==> src/rtl/tt_um_sps_match_controller.sv <==
// Stone/paper/scissors match controller: edge-detected commits, one-cycle round
// evaluation, timed result display and first-to-WIN_TARGET match scoring.
module tt_um_sps_match_controller #(
  parameter int WIN_TARGET  = 3,
  parameter int SHOW_CYCLES = 4
) (
  input  logic       clk,
  input  logic       rst_n,
  input  logic       ena,
  input  logic [7:0] ui_in,
  output logic [7:0] uo_out,
  input  logic [7:0] uio_in,
  output logic [7:0] uio_out,
  output logic [7:0] uio_oe
);

  localparam logic [3:0] WIN       = 4'(WIN_TARGET);
  localparam logic [7:0] SHOW_LAST = 8'(SHOW_CYCLES - 1);

  localparam logic [1:0] MV_STONE    = 2'b00;
  localparam logic [1:0] MV_PAPER    = 2'b01;
  localparam logic [1:0] MV_SCISSORS = 2'b10;
  localparam logic [1:0] MV_INVALID  = 2'b11;

  localparam logic [1:0] RES_TIE = 2'b00;
  localparam logic [1:0] RES_P1  = 2'b01;
  localparam logic [1:0] RES_P2  = 2'b10;

  typedef enum logic [2:0] {IDLE, COLLECT, EVAL, SHOW, OVER} state_t;

  state_t     state_q, state_d;
  logic [7:0] show_cnt_q, show_cnt_d;
  logic [1:0] p1_move_q, p1_move_d;
  logic [1:0] p2_move_q, p2_move_d;
  logic       p1_lock_q, p1_lock_d;
  logic       p2_lock_q, p2_lock_d;
  logic [1:0] result_q, result_d;
  logic       result_valid_q, result_valid_d;
  logic [3:0] p1_score_q, p1_score_d;
  logic [3:0] p2_score_q, p2_score_d;
  logic       match_over_q, match_over_d;
  logic [1:0] winner_q, winner_d;

  logic       p1_commit_prev, p2_commit_prev, start_prev;
  logic       p1_commit_edge, p2_commit_edge, start_edge;
  logic       abort;
  logic [1:0] p1_in_move, p2_in_move;
  logic [1:0] round_result;
  logic       unused_ok;

  function automatic logic beats(input logic [1:0] a, input logic [1:0] b);
    return (a == MV_STONE    && b == MV_SCISSORS) ||
           (a == MV_SCISSORS && b == MV_PAPER)    ||
           (a == MV_PAPER    && b == MV_STONE);
  endfunction

  assign p1_in_move     = ui_in[1:0];
  assign p2_in_move     = ui_in[4:3];
  assign abort          = ui_in[7];
  assign p1_commit_edge = ui_in[2] & ~p1_commit_prev;
  assign p2_commit_edge = ui_in[5] & ~p2_commit_prev;
  assign start_edge     = ui_in[6] & ~start_prev;
  assign unused_ok      = &{1'b0, uio_in};

  assign round_result = (p1_move_q == p2_move_q)     ? RES_TIE :
                        beats(p1_move_q, p2_move_q)  ? RES_P1  : RES_P2;

  // Edge detectors keep sampling while ena is low, so an edge seen then is lost.
  always_ff @(posedge clk or negedge rst_n) begin
    if (!rst_n) begin
      p1_commit_prev <= 1'b0;
      p2_commit_prev <= 1'b0;
      start_prev     <= 1'b0;
    end else begin
      p1_commit_prev <= ui_in[2];
      p2_commit_prev <= ui_in[5];
      start_prev     <= ui_in[6];
    end
  end

  always_ff @(posedge clk or negedge rst_n) begin
    if (!rst_n) begin
      state_q        <= IDLE;
      show_cnt_q     <= 8'd0;
      p1_move_q      <= MV_STONE;
      p2_move_q      <= MV_STONE;
      p1_lock_q      <= 1'b0;
      p2_lock_q      <= 1'b0;
      result_q       <= RES_TIE;
      result_valid_q <= 1'b0;
      p1_score_q     <= 4'd0;
      p2_score_q     <= 4'd0;
      match_over_q   <= 1'b0;
      winner_q       <= RES_TIE;
    end else begin
      state_q        <= state_d;
      show_cnt_q     <= show_cnt_d;
      p1_move_q      <= p1_move_d;
      p2_move_q      <= p2_move_d;
      p1_lock_q      <= p1_lock_d;
      p2_lock_q      <= p2_lock_d;
      result_q       <= result_d;
      result_valid_q <= result_valid_d;
      p1_score_q     <= p1_score_d;
      p2_score_q     <= p2_score_d;
      match_over_q   <= match_over_d;
      winner_q       <= winner_d;
    end
  end

  // Abort outranks everything; start/new-match and abort share the same clearing.
  always_comb begin
    state_d        = state_q;
    show_cnt_d     = show_cnt_q;
    p1_move_d      = p1_move_q;
    p2_move_d      = p2_move_q;
    p1_lock_d      = p1_lock_q;
    p2_lock_d      = p2_lock_q;
    result_d       = result_q;
    result_valid_d = result_valid_q;
    p1_score_d     = p1_score_q;
    p2_score_d     = p2_score_q;
    match_over_d   = match_over_q;
    winner_d       = winner_q;

    if (ena) begin
      if (abort || ((state_q == IDLE || state_q == OVER) && start_edge)) begin
        state_d        = abort ? IDLE : COLLECT;
        show_cnt_d     = 8'd0;
        p1_move_d      = MV_STONE;
        p2_move_d      = MV_STONE;
        p1_lock_d      = 1'b0;
        p2_lock_d      = 1'b0;
        result_d       = RES_TIE;
        result_valid_d = 1'b0;
        p1_score_d     = 4'd0;
        p2_score_d     = 4'd0;
        match_over_d   = 1'b0;
        winner_d       = RES_TIE;
      end else begin
        case (state_q)
          COLLECT: begin
            if (p1_commit_edge && !p1_lock_q && p1_in_move != MV_INVALID) begin
              p1_move_d = p1_in_move;
              p1_lock_d = 1'b1;
            end
            if (p2_commit_edge && !p2_lock_q && p2_in_move != MV_INVALID) begin
              p2_move_d = p2_in_move;
              p2_lock_d = 1'b1;
            end
            if (p1_lock_d && p2_lock_d) begin
              state_d = EVAL;
            end
          end
          EVAL: begin
            result_d       = round_result;
            result_valid_d = 1'b1;
            show_cnt_d     = 8'd0;
            state_d        = SHOW;
            if (round_result == RES_P1 && p1_score_q < WIN) begin
              p1_score_d = p1_score_q + 4'd1;
            end
            if (round_result == RES_P2 && p2_score_q < WIN) begin
              p2_score_d = p2_score_q + 4'd1;
            end
          end
          SHOW: begin
            if (show_cnt_q == SHOW_LAST) begin
              show_cnt_d     = 8'd0;
              p1_lock_d      = 1'b0;
              p2_lock_d      = 1'b0;
              result_valid_d = 1'b0;
              if (p1_score_q == WIN || p2_score_q == WIN) begin
                state_d      = OVER;
                match_over_d = 1'b1;
                winner_d     = (p1_score_q == WIN) ? RES_P1 : RES_P2;
              end else begin
                state_d = COLLECT;
              end
            end else begin
              show_cnt_d = show_cnt_q + 8'd1;
            end
          end
          default: begin
            state_d = state_q;
          end
        endcase
      end
    end
  end

  assign uo_out  = {winner_q, match_over_q, result_valid_q, p2_lock_q, p1_lock_q, result_q};
  assign uio_out = {p2_score_q, p1_score_q};
  assign uio_oe  = 8'hFF;

endmodule

==> config.mk <==
export PLATFORM = sky130hd
export DESIGN_NAME = tt_um_sps_match_controller
export DESIGN_NICKNAME = d
export VERILOG_FILES = /design/src/rtl/tt_um_sps_match_controller.sv
export SDC_FILE = /design/constraint.sdc
export NUM_CORES = 1
export LEC_CHECK = 0
export BUFFER_PORTS_ARGS = -buffer_cell sky130_fd_sc_hd__buf_2
export CORE_ASPECT_RATIO = 1.4
export CORE_MARGIN = 1.5
export CORE_UTILIZATION = 45
export DETAILED_ROUTE_END_ITERATION = 10
export GPL_TIMING_DRIVEN = 0
export PLACE_DENSITY_LB_ADDON = 0.12
export SYNTH_ARGS = -nofsm -noshare
export SYNTH_HDL_FRONTEND = slang
export SYNTH_SLANG_ARGS = --single-unit
==> constraint.sdc <==
create_clock -name clk -period 1.9 [get_ports clk]
set_input_delay 0.38 -clock clk [delete_from_list [all_inputs] [get_ports clk]]
set_output_delay 0.38 -clock clk [all_outputs]
set_load 0.05 [all_outputs]
Word-level counts from Yosys, hierarchy flattened --
Index checks and enable logic that the tools add are counted. W data, S select, Z words.
Operators by class: $add $sub $neg 3, bitwise gates (word level) 6, muxes and demuxes 49, reductions and logical operators 43, eq/ne operators 18, order comparisons 2
Operators by type and width (number):
- $mux W2 | 15
- $mux W4 | 6
- $reduce_and A3 Y1 | 6
- $reduce_bool A2 Y1 | 9
- $mux W1 | 17
- $mux W8 | 2
- $pmux W8 S2 | 1
- $mux W3 | 4
- $logic_and A1 B1 Y1 | 11
- $pmux W3 S3 | 1
- $add A4 B1 Y4 const B | 2
- $add A8 B1 Y8 const B | 1
- $eq A4 B2 Y1 const B | 2
- $eq A8 B2 Y1 const B | 1
- $lt A4 B2 Y1 const B | 2
- $reduce_and A4 Y1 | 2
- $eq A2 B1 Y1 const B | 3
- $eq A2 B2 Y1 const B | 3
- $eq A3 B2 Y1 const B | 2
- $ne A3 B3 Y1 const B | 2
- $pmux W1 S2 | 3
- $reduce_bool A3 Y1 | 2
- $logic_or A1 B1 Y1 | 5
- $logic_not A2 Y1 | 2
- other kinds (10) | 17
Word-level totals: register bits after elaboration 34, output and inout port bits 24, input bits 19, logic and storage cells 136

Longest topological paths before layout --
depth in word-level cells 12, depth in mapped cells 6, gate-level depth less buffers 6

Worst setup path before layout --
Ideal clock, no wire load.
kind flip-flop to flip-flop, from register p1_score_q[0], to register winner_q[0], period minus slack after synthesis 2.002 ns, setup time 0.122 ns, required time 1.778 ns, setup slack -0.102 ns, stages on the path, launching flop included 7, path buffers 0, arrival time 1.880 ns, path through dfrtp_1 -> ha_1 -> nor3b_1 -> a21oi_1 -> nor3_1 -> o21ai_0 -> a32o_1
Between the ends: longest elaborated chain between the ends 6, elaborated cells between the ends (all ways) 9, classes of those cells eq/ne (1); mux (5); reduce/logical (3)
Ends and longest elaborated chain:
- start: declaration | line 39 | logic [3:0] p1_score_q, p1_score_d;
- start signal: assignment | line 104 | p1_score_q <= p1_score_d;
- $eq A4 B2 Y1 * | line 173, 176
- $mux W2 | line 176 | winner_d = (p1_score_q == WIN) ? RES_P1 : RES_P2;
- $mux W2 | line 173 | if (p1_score_q == WIN || p2_score_q == WIN) begin
- $mux W2 | line 168 | if (show_cnt_q == SHOW_LAST) begin
- $mux W2 | line 141 | case (state_q)
- $mux W2 | line 127 | if (abort || ((state_q == IDLE || state_q == OVER) && start_edge)) begin
- end signal: assignment | line 107 | winner_q <= winner_d;
- end: declaration | line 42 | logic [1:0] winner_q, winner_d;
Mark *: on every way between the ends. The rest lies on a longest branch, timed or not. The select of a mux whose other input is x is not followed. A chain may end at the register's enable or synchronous reset.

Worst setup path after layout --
from register state_q[0], to register state_q[1]
Between the ends: longest elaborated chain between the ends 6, elaborated cells between the ends (all ways) 14, classes of those cells eq/ne (6); mux (2); reduce/logical (6)
Ends and longest elaborated chain:
- start: declaration | line 31 | state_t state_q, state_d;
- start signal: assignment | line 96 | state_q <= state_d;
- $eq A3 B3 Y1 / $logic_not A3 Y1 (equally long branches) | line 127
- $logic_or A1 B1 Y1 | line 127
- $logic_and A1 B1 Y1 | line 127
- $logic_or A1 B1 Y1 | line 127
- $ne A3 B3 Y1 (no line) / $reduce_bool A4 Y1 (equally long branches)
- $reduce_and A4 Y1 (no line)
Several ways; a longest one is shown, not always the timed one.

==> metrics.md <==
| Metric | Value |
|---|---|
| Status | finished, final reports clean |
| Worst EP required | 2070 ps |
| GPL Wtd Cong | 0.7959 |
| R2r endpoint | state_q[1]$_DFFE_PN0P_ |
| Part of the power in combinational logic | 0.251 |
| Fillers | 349 |
| Fin Clk Skew | 8.091 ps |
| GRT Resource Usage Total | 0.1927 |
| Die span in y | 78.16 microns |
| Pre-Repair DR Iteration Count | 4 |
| Final #Nets | 240 |
| R2R Path Start | state_q[0]$_DFFE_PN0P_ |
| Switch share | 0.3337 |
| Number of max-cap violations | 0 |
| Max incr delay on CP | 520 ps |
| Startpoint types | register |
| Crit share post-route | 0.9538 |
| DR DRC count | 0 |
| Slowest cell on crit path | dfrtp_1 |
| Ys Warns | 0 |
| HPWL after DPL | 2.881 mm |
| Flop-to-flop setup slack | 90 ps |
| EDFF count, synth | 0 |
| First-pass GRT wire length | 6.637 mm |
| I/O Buffers | 25 |
| Vias in the first global route | 1435 |
| Final Hold Viols | 0 |
| Final worst path period need | 1812 ps |
| Max Clock Freq | 551.8 MHz |
| Die ar. | 0.004430 sq mm |
| Drt via density | 5.435 |
| Post-synth ARST share | 1.000 |
| Syn-to-layout area delta | 19.37% |
| Seq/Total Area, Yosys | 0.4686 |
| Distinct cells, synth | 44 |
| Main synth FF type | dfrtp_1 |
| Layout cells sized above 1 | 0.3288 |
| DR WL/cell | 14.86 microns |
| Hold Crit Class | primary input to asynchronous set/reset pin |
| Syn_area_per_cell | 10.20 sq um |
| Reg2Reg Depth | 5 |
| Yosys reg bits | 34 |
| Final Util | 0.5578 |
| Core area | 0.003885 sq mm |
| DRT Wirelength | 3.894 mm |
| Largest net degree at the start of global routing | 35 |
| Met2 Track Usage GR | 0.3326 |
| Leak | 0.001036 uW |
| I/O pin total | 43 |
| Final instance area | 0.002167 sq mm |
| CTS buffer count | 5 |
| Worst-Margin Slew | 771.1 ps |
| Switch Pwr | 617.2 uW |
| Via Count | 1424 |
| Placed cell area | 0.002023 sq mm |
| Antenna-violating nets left | 0 |
| Synthesized area | 0.001815 sq mm |
| Flop pwr share | 0.452 |
| Initial antenna violation count | 0 |
| RSZ-0062 raised after global routing | true |
| Endpoints failing setup | 0 |
| Most common cell in the netlist | dfrtp_1 |
| TritonCTS clock tree | built |
| Clock power frac | 0.297 |
| Worst IR Drop VDD | 0.5439 mV |
| Total grt overflow | 0 |
| Pwr per Cell Area | 853.5 mW/mm^2 |
| Slew Limit Fails | 0 |
| Worst slew margin | 0.4859 |
| GRT Max-Usage Layer | met2 |
| Starting Density | 0.4673 |
| P_int | 1232 uW |
| Antenna diode instance count | 0 |
| Worst EP arrival | 1980 ps |
| Setup ws final | 87.73 ps |
| CTS Sinks | 34 |
| Rows | 27 |
| Non-Filler Instances | 262 |
| Placement Setup Slack | -131.1 ps |
| Die Span X | 56.68 microns |
| Crit-path cells | nor4b_4 -> or2_0 -> buf_4 -> o311ai_4 -> mux2_2 |
| Synth top cells by count | 34 x dfrtp_1, 15 x nand2_1, 14 x buf_4 |
| Clock Tree Root | clkbuf_8 |
| Critical path fanouts, max | 10 |
| Post-placement cell count | 253 |
| Clock Pin Slew Worst Setup and Hold Paths | 70 ps |
| Met3 global-route usage | 0.04448 |
| Grt met1 use | 0.2305 |
| Synth area leader | dfrtp_1 |
| Iter 0 DRT Violations | 47 |
| Cells after synthesis | 178 |
| Share of the synthesized area in the top cell type | 0.4686 |
| Setup CP Type | register to register |
| Synth area leaders | dfrtp_1 47%, buf_4 5.8%, nand2_1 3.1% |
| Depth of the CTS H-tree | 2 |
| Critical path endpoint category | register |
| Clock Tree Buf Depth | 2 |
| Worst-Skew Late Latency | 290 ps |
stage by stage:
| step | hold WS (ps) | TNS (ps) | total power (uW) |
|---|---|---|---|
| 6_report | 163.6 | 0 | 1850 |
| 5_1_grt | 201.4 | -58.36 | 1940 |
| 3_5_place_dp | 488.0 | -562.9 | 1292 |
| 3_3_place_gp | 482.4 | -240.4 | 1281 |
| 4_1_cts | 183.0 | -31.41 | 1854 |
| 2_1_floorplan | 84.41 | 0 | 1183 |
cells by family (layout without fill, tap and decap cells):
kind of cell | after synthesis | after routing | synth area share
AOI/OAI and AO/OA | 42 | 42 | 0.1709
DFF | 34 | 34 | 0.4686
muxes | 3 | 3 | 0.01861
and+or+nand+nor | 68 | 68 | 0.2164
buffers and inverters | 22 | 56 | 0.07856
xor gates and xnor gates | 5 | 5 | 0.02412
adders and majority gates | 3 | 3 | 0.02068
other | 1 | 8 | 0.002066
worst max-delay path, delay by kind of cell, from the launching register on:
| kind | cells | cell delay, ps |
|---|---|---|
| DFF | 1 | 520 |
| muxes | 1 | 370 |
| and+or+nand+nor | 2 | 320 |
| AOI/OAI and AO/OA | 1 | 310 |
| buffers and inverters | 1 | 180 |
power groups by stage:
stage	clock network (uW)	registers [uW]	logic, uW
after floorplan	0	835	349
after global placement	0	835	446
after detailed placement	0	840	452
after CTS	569	828	457
after global routing	595	844	501
final	549	837	464
layout by cell type (no fill, tap or decap), types with 2 or more instances in the layout:
| cell type | instances |
|---|---|
| clkbuf_8 | 6 |
| mux2_2 | 3 |
| nand3_1 | 7 |
| o21ai_0 | 11 |
| and2_1 | 5 |
| o22ai_1 | 2 |
| nand2_1 | 15 |
| nor2_1 | 11 |
| nor3b_2 | 3 |
| o2bb2ai_1 | 4 |
| buf_4 | 15 |
| buf_2 | 25 |
| nor3_1 | 4 |
| ha_1 | 3 |
| a32o_1 | 2 |
| clkbuf_1 | 2 |
| xnor2_1 | 5 |
| o31ai_1 | 2 |
| a31oi_1 | 2 |
| dfrtp_2 | 2 |
| conb_1 | 8 |
| inv_1 | 6 |
| dfrtp_1 | 32 |
| a21bo_2 | 4 |
| a21oi_1 | 7 |
| nand4_1 | 6 |
| nand3b_1 | 2 |
| or3_2 | 2 |
timing repair:
action / in CTS / in global routing
setup buffers: 0 / 1
setup endpoints to repair: 9 / 13
resized for setup: 2 / 6
hold buffers: 0 / 0
pin swaps: 0 / 3
final cells by class:
type | instances | area (sq um) | share of cell area
buffer | 16 | 120.1 | 0.05543
clock buffer | 7 | 86.33 | 0.03984
clock inverter | 1 | 5.005 | 0.002309
inverter | 6 | 22.52 | 0.01039
multi-input combinational | 129 | 893.4 | 0.4122
sequential | 34 | 853.3 | 0.3938
tap | 43 | 53.80 | 0.02483
timing repair buffer | 26 | 132.6 | 0.06120
registers in the layout (all words and copies together) (netlist names):
signal / flops
show_cnt_q: 8
p1_score_q: 4
p2_score_q: 4
state_q: 3
p1_move_q: 2
p2_move_q: 2
result_q: 2
winner_q: 2
match_over_q: 1
p1_commit_prev: 1
p1_lock_q: 1
p2_commit_prev: 1
p2_lock_q: 1
result_valid_q: 1
start_prev: 1
worst max path at each step:
stage | slack (ps) | to | start
after floorplan | 60 | winner_q[0]$_DFFE_PN0P_ | p1_score_q[0]$_DFFE_PN0P_
after global placement | -70 | winner_q[0]$_DFFE_PN0P_ | p1_score_q[0]$_DFFE_PN0P_
after detailed placement | -130 | winner_q[0]$_DFFE_PN0P_ | show_cnt_q[0]$_DFFE_PN0P_
after CTS | -30 | winner_q[0]$_DFFE_PN0P_ | show_cnt_q[0]$_DFFE_PN0P_
after global routing | -20 | show_cnt_q[2]$_DFFE_PN0P_ | show_cnt_q[0]$_DFFE_PN0P_
final | 90 | state_q[1]$_DFFE_PN0P_ | state_q[0]$_DFFE_PN0P_
metal layers:
metal | part of all wire | up-vias | wire length, microns
met2 | 0.54 | 25 | 2119
met4 | 0.014 | 0 | 53
li1 | - | 705 | -
met1 | 0.41 | 688 | 1604
met5 | 0 | - | 0
met3 | 0.030 | 6 | 116
No activity file was read; power rests on OpenSTA's default activity.
